**src/rtl/smart_cargo_entrada_pedidos.sv**
```systemverilog
// smart_cargo_entrada_pedidos
//
// Request entry for the cargo elevator. It captures an origin floor (with
// object type) from one-hot origin buttons, waits for a destination floor
// from one-hot destination buttons, and queues complete requests in a
// 4-entry FIFO that the datapath/control unit pops with pedido_aceito.
//
// Ports:
//   clock            system clock, rising edge
//   reset            asynchronous, active-high reset
//   origemBot[3:0]   one-hot origin buttons (levels)
//   destinoBot[3:0]  one-hot destination buttons (levels)
//   tipoObjeto[1:0]  object type, sampled with the origin
//   pedido_aceito    pop strobe for the head entry
//   pedido_valido    FIFO not empty
//   pedido_origem    head entry origin (0 when empty)
//   pedido_destino   head entry destination (0 when empty)
//   pedido_tipo      head entry object type (0 when empty)
//   esperandoDestino FSM is waiting for a destination
//   erroPedido       one-cycle pulse when a request is discarded
//   ocupacao[2:0]    FIFO entry count, 0..4
//
// Optional feature: define SMART_CARGO_TIMEOUT_EN to enable the destination
// timeout (TIMEOUT_CICLOS cycles, counter width TIMEOUT_W).

module smart_cargo_entrada_pedidos #(
   parameter int unsigned TIMEOUT_CICLOS = 2000,
   parameter int unsigned TIMEOUT_W      = 14
) (
   input  logic       clock,
   input  logic       reset,
   input  logic [3:0] origemBot,
   input  logic [3:0] destinoBot,
   input  logic [1:0] tipoObjeto,
   input  logic       pedido_aceito,
   output logic       pedido_valido,
   output logic [1:0] pedido_origem,
   output logic [1:0] pedido_destino,
   output logic [1:0] pedido_tipo,
   output logic       esperandoDestino,
   output logic       erroPedido,
   output logic [2:0] ocupacao
);

   if (TIMEOUT_CICLOS >= (64'd1 << TIMEOUT_W)) begin : gTimeoutInvalido
      $error("TIMEOUT_CICLOS must be less than 2**TIMEOUT_W");
   end

   typedef enum logic {
      ESPERA_ORIGEM,
      ESPERA_DESTINO
   } estado_t;

   estado_t     estado;
   estado_t     estadoProx;

   logic [1:0]  origemCod;
   logic        origemOk;
   logic [1:0]  destinoCod;
   logic        destinoOk;
   logic        origemAnt;
   logic        destinoAnt;
   logic        posReset;
   logic        origemEvento;
   logic        destinoEvento;
   logic        timeoutAtingido;

   logic [1:0]  origemCap;
   logic [1:0]  tipoCap;
   logic        capturar;
   logic        push;
   logic        pop;
   logic        cheia;

   logic [5:0]  fila [4];
   logic [1:0]  wrPtr;
   logic [1:0]  rdPtr;
   logic [2:0]  contagem;
   logic [5:0]  cabeca;

   // One-hot button decoding; anything else is not a valid press.
   always_comb begin
      origemCod = '0;
      origemOk  = 1'b1;
      case (origemBot)
         4'b0001: origemCod = 2'd0;
         4'b0010: origemCod = 2'd1;
         4'b0100: origemCod = 2'd2;
         4'b1000: origemCod = 2'd3;
         default: origemOk  = 1'b0;
      endcase
   end

   always_comb begin
      destinoCod = '0;
      destinoOk  = 1'b1;
      case (destinoBot)
         4'b0001: destinoCod = 2'd0;
         4'b0010: destinoCod = 2'd1;
         4'b0100: destinoCod = 2'd2;
         4'b1000: destinoCod = 2'd3;
         default: destinoOk  = 1'b0;
      endcase
   end

   // Edge registers hold the previous OR of each bus. posReset masks the first
   // cycle after reset release: the edge registers come out of reset at 0, so a
   // button held through reset would otherwise look like a fresh press.
   always_ff @(posedge clock or posedge reset) begin
      if (reset) begin
         origemAnt  <= 1'b0;
         destinoAnt <= 1'b0;
         posReset   <= 1'b1;
      end else begin
         origemAnt  <= |origemBot;
         destinoAnt <= |destinoBot;
         posReset   <= 1'b0;
      end
   end

   assign origemEvento  = (|origemBot)  & ~origemAnt  & ~posReset & origemOk;
   assign destinoEvento = (|destinoBot) & ~destinoAnt & ~posReset & destinoOk;

`ifdef SMART_CARGO_TIMEOUT_EN
   logic [TIMEOUT_W-1:0] timer;

   always_ff @(posedge clock or posedge reset) begin
      if (reset) begin
         timer <= '0;
      end else if (capturar) begin
         timer <= '0;
      end else if (estado == ESPERA_DESTINO) begin
         timer <= timer + 1'b1;
      end
   end

   assign timeoutAtingido = (estado == ESPERA_DESTINO) &&
                            (timer == TIMEOUT_W'(TIMEOUT_CICLOS - 1));
`else
   assign timeoutAtingido = 1'b0;
`endif

   // FSM state register
   always_ff @(posedge clock or posedge reset) begin
      if (reset) begin
         estado <= ESPERA_ORIGEM;
      end else begin
         estado <= estadoProx;
      end
   end

   // FSM next state: an origin event always wins over a destination event
   always_comb begin
      estadoProx = estado;
      case (estado)
         ESPERA_ORIGEM: begin
            if (origemEvento) estadoProx = ESPERA_DESTINO;
         end
         ESPERA_DESTINO: begin
            if (origemEvento)         estadoProx = ESPERA_DESTINO;
            else if (destinoEvento)   estadoProx = ESPERA_ORIGEM;
            else if (timeoutAtingido) estadoProx = ESPERA_ORIGEM;
         end
         default: estadoProx = ESPERA_ORIGEM;
      endcase
   end

   // FSM outputs; the full check uses the pre-pop count
   assign cheia = (contagem == 3'd4);

   always_comb begin
      esperandoDestino = 1'b0;
      erroPedido       = 1'b0;
      push             = 1'b0;
      capturar         = origemEvento;
      if (estado == ESPERA_DESTINO) begin
         esperandoDestino = 1'b1;
         if (!origemEvento) begin
            if (destinoEvento) begin
               if ((destinoCod == origemCap) || cheia) erroPedido = 1'b1;
               else                                    push       = 1'b1;
            end else if (timeoutAtingido) begin
               erroPedido = 1'b1;
            end
         end
      end
   end

   // Captured origin and object type
   always_ff @(posedge clock or posedge reset) begin
      if (reset) begin
         origemCap <= '0;
         tipoCap   <= '0;
      end else if (capturar) begin
         origemCap <= origemCod;
         tipoCap   <= tipoObjeto;
      end
   end

   // Request FIFO: 4 x {origem, destino, tipo}
   assign pop = pedido_aceito & (contagem != 3'd0);

   always_ff @(posedge clock or posedge reset) begin
      if (reset) begin
         for (int unsigned i = 0; i < 4; i++) fila[i] <= '0;
         wrPtr    <= '0;
         rdPtr    <= '0;
         contagem <= '0;
      end else begin
         if (push) begin
            fila[wrPtr] <= {origemCap, destinoCod, tipoCap};
            wrPtr       <= wrPtr + 2'd1;
         end
         if (pop) rdPtr <= rdPtr + 2'd1;
         case ({push, pop})
            2'b10:   contagem <= contagem + 3'd1;
            2'b01:   contagem <= contagem - 3'd1;
            default: contagem <= contagem;
         endcase
      end
   end

   assign cabeca         = fila[rdPtr];
   assign pedido_valido  = (contagem != 3'd0);
   assign pedido_origem  = pedido_valido ? cabeca[5:4] : '0;
   assign pedido_destino = pedido_valido ? cabeca[3:2] : '0;
   assign pedido_tipo    = pedido_valido ? cabeca[1:0] : '0;
   assign ocupacao       = contagem;

endmodule

```
**config.mk**
```make
export PLATFORM = sky130hd
export DESIGN_NAME = smart_cargo_entrada_pedidos
export DESIGN_NICKNAME = d
export VERILOG_FILES = /design/src/rtl/smart_cargo_entrada_pedidos.sv
export SDC_FILE = /design/constraint.sdc
export NUM_CORES = 1
export LEC_CHECK = 0
export CAP_MARGIN = 10
export CORE_UTILIZATION = 56
export CTS_CLUSTER_DIAMETER = 200
export DETAILED_ROUTE_END_ITERATION = 12
export PLACE_DENSITY_LB_ADDON = 0.15
export SLEW_MARGIN = 15
export SYNTH_ARGS = -nofsm -noshare
export SYNTH_HDL_FRONTEND = slang
export SYNTH_SLANG_ARGS = --single-unit
```
**constraint.sdc**
```tcl
create_clock -name clock -period 3.5 [get_ports clock]
set_input_delay 0.525 -clock clock [delete_from_list [all_inputs] [get_ports clock]]
set_output_delay 0.525 -clock clock [all_outputs]
set_load 0.03 [all_outputs]
```
# Word level (Yosys, flattened, before mapping)
# Index checks and enable logic that the tools add are counted.
[classes]
addsub = 4
n_reduce_logical = 8
magnitude_cmp = 3
muxes = 27
eq_ne = 12
n_bitwise = 13
[op_table]
columns = ["cell", "n"]
rows = [
  ["$bwmux W24", 1],
  ["$mux W6", 3],
  ["$reduce_or A4 Y1", 4],
  ["$mux W1", 14],
  ["$bmux W6 S2", 1],
  ["$demux W6 S2", 1],
  ["$pmux W2 S3", 2],
  ["$eq A4 B1 Y1 const B", 2],
  ["$eq A4 B2 Y1 const B", 2],
  ["$eq A4 B3 Y1 const B", 2],
  ["$eq A4 B4 Y1 const B", 2],
  ["$and A1 B1 Y1", 7],
  ["$ge A3 B3 Y1 const B", 2],
  ["$mux W2", 3],
  ["$not A2 Y3", 2],
  ["$pmux W3 S2", 1],
  ["$add A2 B1 Y2 const B", 2],
  ["$not A1 Y1", 4],
  ["$add A3 B1 Y3 const B", 1],
  ["$eq A3 B3 Y1 const B", 1],
  ["$lt A3 B1 Y1 const B", 1],
  ["$reduce_bool A3 Y1", 1],
  ["$sub A3 B1 Y3 const B", 1],
  ["$eq A2 B1 Y1 const B", 1],
  ["other kinds (6)", 6],
]
[totals]
regBits = 39
wordCells = 80

# Depth between registers and ports, before layout
# Gate-level depths: netlist of the first run.
[logic_depth]
ltp_word = 10
mapped_depth = 13
ltp_nobuf = 12

# Least setup slack after synthesis of the first run
# No wires, ideal clock.
[synth_path]
path_kind = "input to register"
from = "in destinoBot[3]"
to = "reg contagem[2] (netlist: ocupacao[2])"
setup_time_ns = 0.080
stages = 13
t_required_ns = 3.420
n_path_buf = 1
arrival_ns = 2.614
slack_ns = 0.806
cell_sequence = "buf_2 -> nand2b_1 -> o22ai_1 -> a31oi_1 -> o221a_2 -> and2_1 -> inv_1 -> ha_1 -> inv_1 -> fa_1 -> xor2_1 -> nor2_1 -> xor2_1"
[synth_via]
elab_chain_cells = 10
[synth_rtl]
columns = ["item", "line_no", "text"]
rows = [
  ["start: declaration", "33", "input logic [3:0] destinoBot,"],
  ["$eq A4 B4 Y1 (tied with other cells)", "97", "case (destinoBot)"],
  ["$pmux W2 S3", "97", ""],
  ["$eq A2 B2 Y1", "180", "if ((destinoCod == origemCap) || cheia) erroPedido = 1'b1;"],
  ["$logic_or A1 B1 Y1", "180", ""],
  ["$mux W1", "180", ""],
  ["$mux W1 (*)", "179", "if (destinoEvento) begin"],
  ["$mux W1 (*)", "178", "if (!origemEvento) begin"],
  ["$mux W1 (*)", "176", "if (estado == ESPERA_DESTINO) begin"],
  ["$eq A2 B1 Y1 or $eq A2 B2 Y1 (tied branches)", "215", "case ({push, pop})"],
  ["$pmux W3 S2 or $reduce_bool A2 Y1 (tied branches)", "-", ""],
  ["end signal: assignment", "216", "2'b10: contagem <= contagem + 3'd1;"],
  ["end signal: assignment", "217", "2'b01: contagem <= contagem - 3'd1;"],
  ["end signal: assignment", "218", "default: contagem <= contagem;"],
  ["end: declaration", "78", "logic [2:0] contagem;"],
]
# Every way passes the cells marked *; elsewhere a longest branch is shown, timed or not.
# A chain may end at the register's enable or synchronous reset.

# Worst setup path in the final report of the first run
[layout_path]
from = "in destinoBot[1]"
to = "out erroPedido"
[layout_via]
elab_chain_cells = 8
[layout_rtl]
columns = ["item", "line_no", "text"]
rows = [
  ["$eq A4 B4 Y1 (tied with other cells)", "97", ""],
  ["$pmux W2 S3", "97", ""],
  ["$eq A2 B2 Y1", "180", ""],
  ["$logic_or A1 B1 Y1", "180", ""],
  ["$mux W1", "180", ""],
  ["$mux W1 (*)", "179", ""],
  ["$mux W1 (*)", "178", ""],
  ["$mux W1 (*)", "176", ""],
  ["end: declaration", "41", "output logic erroPedido,"],
]
# Marks and branches as above.

==> results of run 1 <==
[area by class of cell]
| cell class | instances | area [sq um] |
|---|---|---|
| inverter | 8 | 30.0 |
| tap | 48 | 60.1 |
| fill | 294 | 1150 |
| timing repair buffer | 26 | 255 |
| multi-input combinational | 113 | 1130 |
| clock inverter | 1 | 5.00 |
| sequential | 39 | 977 |
| clock buffer | 7 | 76.3 |
[synth_stat cells (all sizes together)]
library cell and count:
a31oi 2, buf 4, mux4 6, nor3 4
mux2i 1, mux2 26, o21ai 7, or2 1
inv 8, clkbuf 4, a211oi 2, or3 1
nand2 5, and2 8, a221oi 1, conb 1
nor2b 2, nand2b 2, a21oi 6, nor2 9
o41ai 1, o311ai 1, nor4 1, nand3 7
o22ai 1, a21o 1, ha 5, dfstp 1
xor2 4, o221a 1, xnor2 6, fa 1
dfrtp 38
[layer usage]
| metal | global-route usage | share of wire | wire (microns) |
|---|---|---|---|
| met5 | 0 | 0 | 0 |
| met4 | 0.0750 | 0.011 | 42 |
| met3 | 0.0589 | 0.038 | 152 |
| met2 | 0.364 | 0.51 | 2010 |
| met1 | 0.280 | 0.44 | 1750 |
[state kept, by name (all words and copies together) (netlist names)]
name	flops
origemCap	2
posReset	1
estado	1
destinoAnt	1
wrPtr	2
fila	24
origemAnt	1
ocupacao	3
rdPtr	2
tipoCap	2
[power groups by stage]
stage	clock network, uW	registers [uW]	logic, uW
floorplan	0	571	218
global placement	0	577	310
detailed placement	0	580	321
CTS	297	572	322
global route	320	580	344
finish	287	571	318
[worst max-delay path: stages]
cell and delay, ns:
clkdlybuf4s50_1 0.60, nor3_1 0.33, a31oi_1 0.12, o221a_2 0.39
nor2b_1 0.14, clkdlybuf4s50_1 0.67
[worst max-delay path by stage]
stage                              to  slack (ns)
after floorplan           ocupacao[2]        0.81
after CTS                  erroPedido        0.17
after detailed placement  ocupacao[2]        0.12
after global placement     erroPedido        0.21
after global routing       erroPedido        0.04
final                      erroPedido        0.18
[kinds of logic after synthesis]
logic type      after synthesis
xor+xnor                     10
mux                          33
other cells                   1
fa+ha+maj                     6
compound gates               23
flops                        39
simple gates                 40
buf+inv                      16
[through the flow]
step,instance area (sq um),utilization
finish,2540,0.688
CTS,2540,0.688
global route,2540,0.688
detailed placement,2460,0.666
global placement,2460,0.666
floorplan,2180,-
==> results by group, run 1 <==
Status
  • Status: finished, final reports clean

Placed design
  • # port buffers: 24
  • Dpl ws: 0.115 ns
  • Routability cong.: between 0.7 and 0.8
  • Placed insts: 234
  • Final HPWL DP: 2950 microns

Routing
  • Avg WL per Cell: 16.3 microns
  • Routed WL: 3960 microns
  • Vias: between 1000 and 1500
  • Number of remaining DRC errors: 0
  • Iteration-0 DRC Markers: 87
  • DR vias/cell: 5.69
  • Antenna Nets Post-Route: 0
  • Pre-Repair DR Iteration Count: 4

STA
  • Setup ws final: 0.181 ns
  • Fmax: 301 MHz
  • Relative slew slack: 0.629
  • Final Setup Violations: 0
  • Fin Clk Skew: 0.00591 ns
  • Final min period: 3.32 ns
  • Slew Limit Fails: 0
  • Worst Max-Slew Pin Slew: 0.552 ns
  • Setup TNS Final: 0 ns
  • Hold WS: 0.498 ns
  • RSZ-0062 raised after global routing: no
  • Period utilisation layout: 0.948
  • Final Hold Viols: 0

Clocking
  • Clock Sink Count: 39
  • Clk root buf: clkbuf_8
  • Setup Buffers After CTS: 0
  • CTS clk-pin slew, worst paths: 0.07 ns
  • CTS tree: built
  • CTS H-tree lvls: 2
  • Clock latency on the worst-skew pair: 0.29 ns
  • CTS resizes: 0
  • Clock Path Buffers: 2
  • Hold Buf Count CTS: 0
  • CTS buffer count: 5

Power and ir drop
  • NetSw: about 400 uW
  • Sequential group share of total power: 0.485
  • Maximum vdd drop: 0.250 mV
  • Total chip power: between 1000 and 1500 uW
  • Clock group share of total power: 0.244
  • Static Leak: between 0.001 and 0.0015 uW
  • Pwr Density: 463 nW/um^2
  • Pint: between 700 and 800 uW
  • Switching share of power: 0.332
  • Combinational share of power: 0.270

Synth
  • Top cell type's share of synthesized area: 0.437
  • Simple-gate area share of the yosys netlist: 0.128
  • Seq/Total Area, Yosys: 0.449
  • Mapped Cells: 168
  • Area leader, netlist: dfrtp_1
  • Mapped Avg Cell Area: 13.0 sq um
  • Synthesis warning total: 0
  • Synth Area in Adders: 0.0379
  • Yosys cell types: 40
  • Largest family of logic cells by synthesized area: multiplexers
  • FF+latch count, synth: 39
  • Synth Area in Compound Gates: 0.0759
  • XOR/XNOR Fraction of Synth Area: 0.0402
  • Mapped cell area: 2180 sq um
  • Top cells by area, synth: dfrtp_1 44%, mux2_4 14%, mux4_2 6.2%
  • Syn_nets: 187
  • Post-synthesis mux area share: 0.237

Worst setup path
  • Flop-to-flop setup slack: between 0.7 and 0.8 ns
  • R2R cell count: 12
  • Crit Path Category: in -> out
  • R2R Path Start: origemCap[1]
  • CP endpoint kind: primary output
  • Worst setup path start: destinoBot[1]
  • FF-to-FF End: ocupacao[2]
  • Worst-path maximum fanout: 9
  • Startpoint Class: primary input
  • Critical Path AT: 2.79 ns
  • Crit path required time: 2.97 ns

GRT
  • Grt total ovfl: 0
  • GRT Total Usage: 0.221
  • Largest net degree at the start of global routing: 40
  • First-pass GRT wire length: 6580 microns
  • Vias in the first global route: 1339
  • Initial antenna violation count: 0

Cells and area
  • Antenna diode instance count: 0
  • Nets: 212
  • Most frequent cells in the layout: 38 x dfrtp_1, 24 x clkdlybuf4s50_1, 21 x mux2_4
  • Layout Cells excl Fill: between 200 and 250
  • Commonest non-fill, non-tap cell in the layout: dfrtp_1
  • Share of layout cells above drive strength 1: 0.247
  • Synthesis-to-layout area growth: 16.6%

Die
  • Initial core utilization: 0.590
  • Cell Rows: 22
  • Die Height: about 64 microns
  • Full die area: 4140 sq um
  • Core ar.: 3690 sq um
  • # IOs: 25
  • Die W: 64.4 microns

Min path
  • Startpoint of the tightest hold check path: fila[20]
  • Worst hold path type: reg -> reg
  • Hold EP: fila[20]
  • Hold path depth: 1

Run
  • Max_cap viols: 0
Note: power is estimated with default switching activity, not from simulation.
==> run 2, diff against run 1 <==
Settings changed: CORE_UTILIZATION 56 to 45.
==> run 2 against run 1 <==
Effect of this change: cell count rose by 2.1%; worst hold slack lost 0.0041 ns; die area up 24%; critical path type unchanged; largest power group unchanged.
==> results by group, run 2 (synthesis results as in run 1) <==
Status
  • Status: finished, final reports clean (unchanged)

Cells and area
  • Most frequent cells in the layout: 38 x dfrtp_1, 24 x clkdlybuf4s50_1, 21 x mux2_4 (unchanged)
  • Multi-input gate area: 1130 sq um (unchanged)
  • Synthesis-to-layout area growth: 17.2% (was 16.6%)
  • # fillers: 362 (was 294)
  • Top reg by flops: fila (unchanged)
  • Antenna diode instance count: 0 (unchanged)
  • Nets: 213 (was 212)
  • Register Area: 977 sq um (unchanged)
  • Final core utilization: 0.566 (was 0.688)
  • Max FFs per register: 24 (unchanged)
  • Commonest non-fill, non-tap cell in the layout: dfrtp_1 (unchanged)
  • Share of layout cells above drive strength 1: 0.251 (was 0.247)

Routing
  • Number of remaining DRC errors: 0 (unchanged)
  • Antenna Nets Post-Route: 0 (unchanged)
  • Routed WL: 4160 microns (was 3960 microns)
  • DR vias/cell: 5.50 (was 5.69)
  • Iteration-0 DRC Markers: 93 (was 87)
  • Avg WL per Cell: 16.9 microns (was 16.3 microns)
  • Pre-Repair DR Iteration Count: 4 (unchanged)
  • Vias: 1359 (was 1376)

GRT
  • Initial antenna violation count: 0 (unchanged)
  • Grt total ovfl: 0 (unchanged)
  • First-pass GRT wire length: 7310 microns (was 6580 microns)
  • Vias in the first global route: 1498 (was 1339)
  • Largest net degree at the start of global routing: 18 (was 40)
  • GRT Total Usage: 0.190 (was 0.221)

Placed design
  • Final HPWL DP: 3180 microns (was 2950 microns)
  • Routability cong.: 0.824 (was 0.768)
  • # port buffers: 24 (unchanged)

Power and ir drop
  • Total chip power: 1180 uW (about the same)
  • Static Leak: 0.00117 uW (about the same)
  • Pint: 787 uW (was 785 uW)
  • Combinational share of power: 0.272 (was 0.270)
  • Switching share of power: 0.335 (was 0.332)
  • NetSw: 397 uW (was 391 uW)
  • Sequential group share of total power: 0.481 (was 0.485)
  • Maximum vdd drop: 0.246 mV (was 0.250 mV)
  • Pwr Density: 464 nW/um^2 (was 463 nW/um^2)
  • Clock group share of total power: 0.247 (was 0.244)

Worst setup path
  • R2R Path Start: origemCap[1] (unchanged)
  • CP endpoint kind: primary output (unchanged)
  • Largest stage delay on the critical path: 0.70 ns (was 0.67 ns)
  • Crit path cell chain: clkdlybuf4s50_1, o21ai_0, a21oi_1, a31oi_1, o221a_2, nor2b_1, clkdlybuf4s50_1 (was clkdlybuf4s50_1, nor3_1, a31oi_1, o221a_2, nor2b_1, clkdlybuf4s50_1)
  • Critical path's slowest cell: clkdlybuf4s50_1 (unchanged)
  • Crit path top cell by count: clkdlybuf4s50_1 (unchanged)
  • Crit path required time: 2.97 ns (about the same)
  • Flop-to-flop setup slack: 0.80 ns (was 0.75 ns)
  • Startpoint Class: primary input (unchanged)
  • R2R cell count: 12 (unchanged)
  • Crit Path Category: in -> out (unchanged)
  • FF-to-FF End: ocupacao[2] (unchanged)
  • Critical Path AT: 2.83 ns (was 2.79 ns)
  • Worst-path maximum fanout: 9 (unchanged)

Min path
  • Hold EP: fila[20] (unchanged)
  • Worst hold path type: reg -> reg (unchanged)
  • Hold path depth: 1 (unchanged)
  • Startpoint of the tightest hold check path: fila[20] (unchanged)

STA
  • Relative slew slack: 0.590 (was 0.629)
  • Final min period: 3.36 ns (was 3.32 ns)
  • Final Setup Violations: 0 (unchanged)
  • Fin Clk Skew: 0.00381 ns (was 0.00591 ns)
  • Fmax: 298 MHz (was 301 MHz)
  • Slew Limit Fails: 0 (unchanged)
  • Period utilisation layout: 0.959 (was 0.948)
  • RSZ-0062 raised after global routing: no (unchanged)
  • Worst Max-Slew Pin Slew: 0.614 ns (was 0.552 ns)
  • Setup TNS Final: 0 ns (unchanged)
  • Final Hold Viols: 0 (unchanged)
  • Hold WS: 0.493 ns (was 0.498 ns)

Clocking
  • CTS clk-pin slew, worst paths: 0.07 ns (about the same)
  • CTS tree: built (unchanged)
  • Clock latency on the worst-skew pair: 0.29 ns (about the same)
  • CTS buffer count: 5 (unchanged)
  • Clk root buf: clkbuf_8 (unchanged)
  • Clock Path Buffers: 2 (unchanged)
  • Hold Buf Count CTS: 0 (unchanged)
  • CTS H-tree lvls: 2 (unchanged)
  • CTS resizes: 0 (unchanged)
  • Clock Sink Count: 39 (unchanged)
  • Setup Buffers After CTS: 0 (unchanged)

Run
  • Max_cap viols: 0 (unchanged)

Die
  • Cell Rows: 24 (was 22)
  • Core ar.: 4500 sq um (was 3690 sq um)
  • Die W: 71.6 microns (was 64.4 microns)
  • Initial core utilization: 0.483 (was 0.590)
  • # IOs: 25 (unchanged)
  • Full die area: 5120 sq um (was 4140 sq um)
  • Die Height: 71.6 microns (was 64.4 microns)
run 2: layer usage:
| layer | global-route usage | wire, microns | vias up |
|---|---|---|---|
| met3 | 0.0422 | 144 | 6 |
| li1 | - | - | 639 |
| met1 | 0.244 | 1890 | 688 |
| met5 | 0 | 0 | - |
| met2 | 0.325 | 2080 | 26 |
| met4 | 0.0523 | 51 | 0 |
run 2: cell type report:
| cell class | count | share of cell area |
|---|---|---|
| Multi-Input combinational cell | 113 | 0.445 |
| Sequential cell | 39 | 0.383 |
| Timing Repair Buffer | 27 | 0.103 |
| Clock buffer | 7 | 0.0299 |
| Tap cell | 52 | 0.0255 |
| Inverter | 8 | 0.0118 |
| Clock inverter | 1 | 0.00196 |
run 2: worst max-delay path by stage:
stage                       start           to  slack (ns)  cells past startpoint
floorplan           destinoBot[3]  ocupacao[2]        0.81                     13
global placement    destinoBot[3]   erroPedido        0.23                      7
detailed placement  destinoBot[1]  ocupacao[2]        0.14                     13
CTS                 destinoBot[3]   erroPedido        0.15                      7
global route        destinoBot[3]   erroPedido        0.01                      7
finish              destinoBot[1]   erroPedido        0.14                      7
run 2: critical path, delay by kind of cell:
kind / cells / cell delay [ns]
compound gates: 4 / 0.77
buf+inv: 2 / 1.38
simple gates: 1 / 0.16
run 2: through the flow:
stage / std cells / instance area [sq um] / setup slack, ns
6_report: 247 / 2550 / 0.145
5_1_grt: 247 / 2550 / 0.0125
4_1_cts: 247 / 2550 / 0.149
3_5_place_dp: 239 / 2470 / 0.136
3_3_place_gp: 239 / 2470 / 0.231
2_1_floorplan: 168 / 2180 / 0.806
run 2: power by group through the flow:
stage	sequential (uW)	combinational, uW	clock (uW)
after floorplan	571	218	0
after CTS	571	329	302
after global placement	578	313	0
after detailed placement	580	328	0
final	569	322	292
after global routing	582	350	326
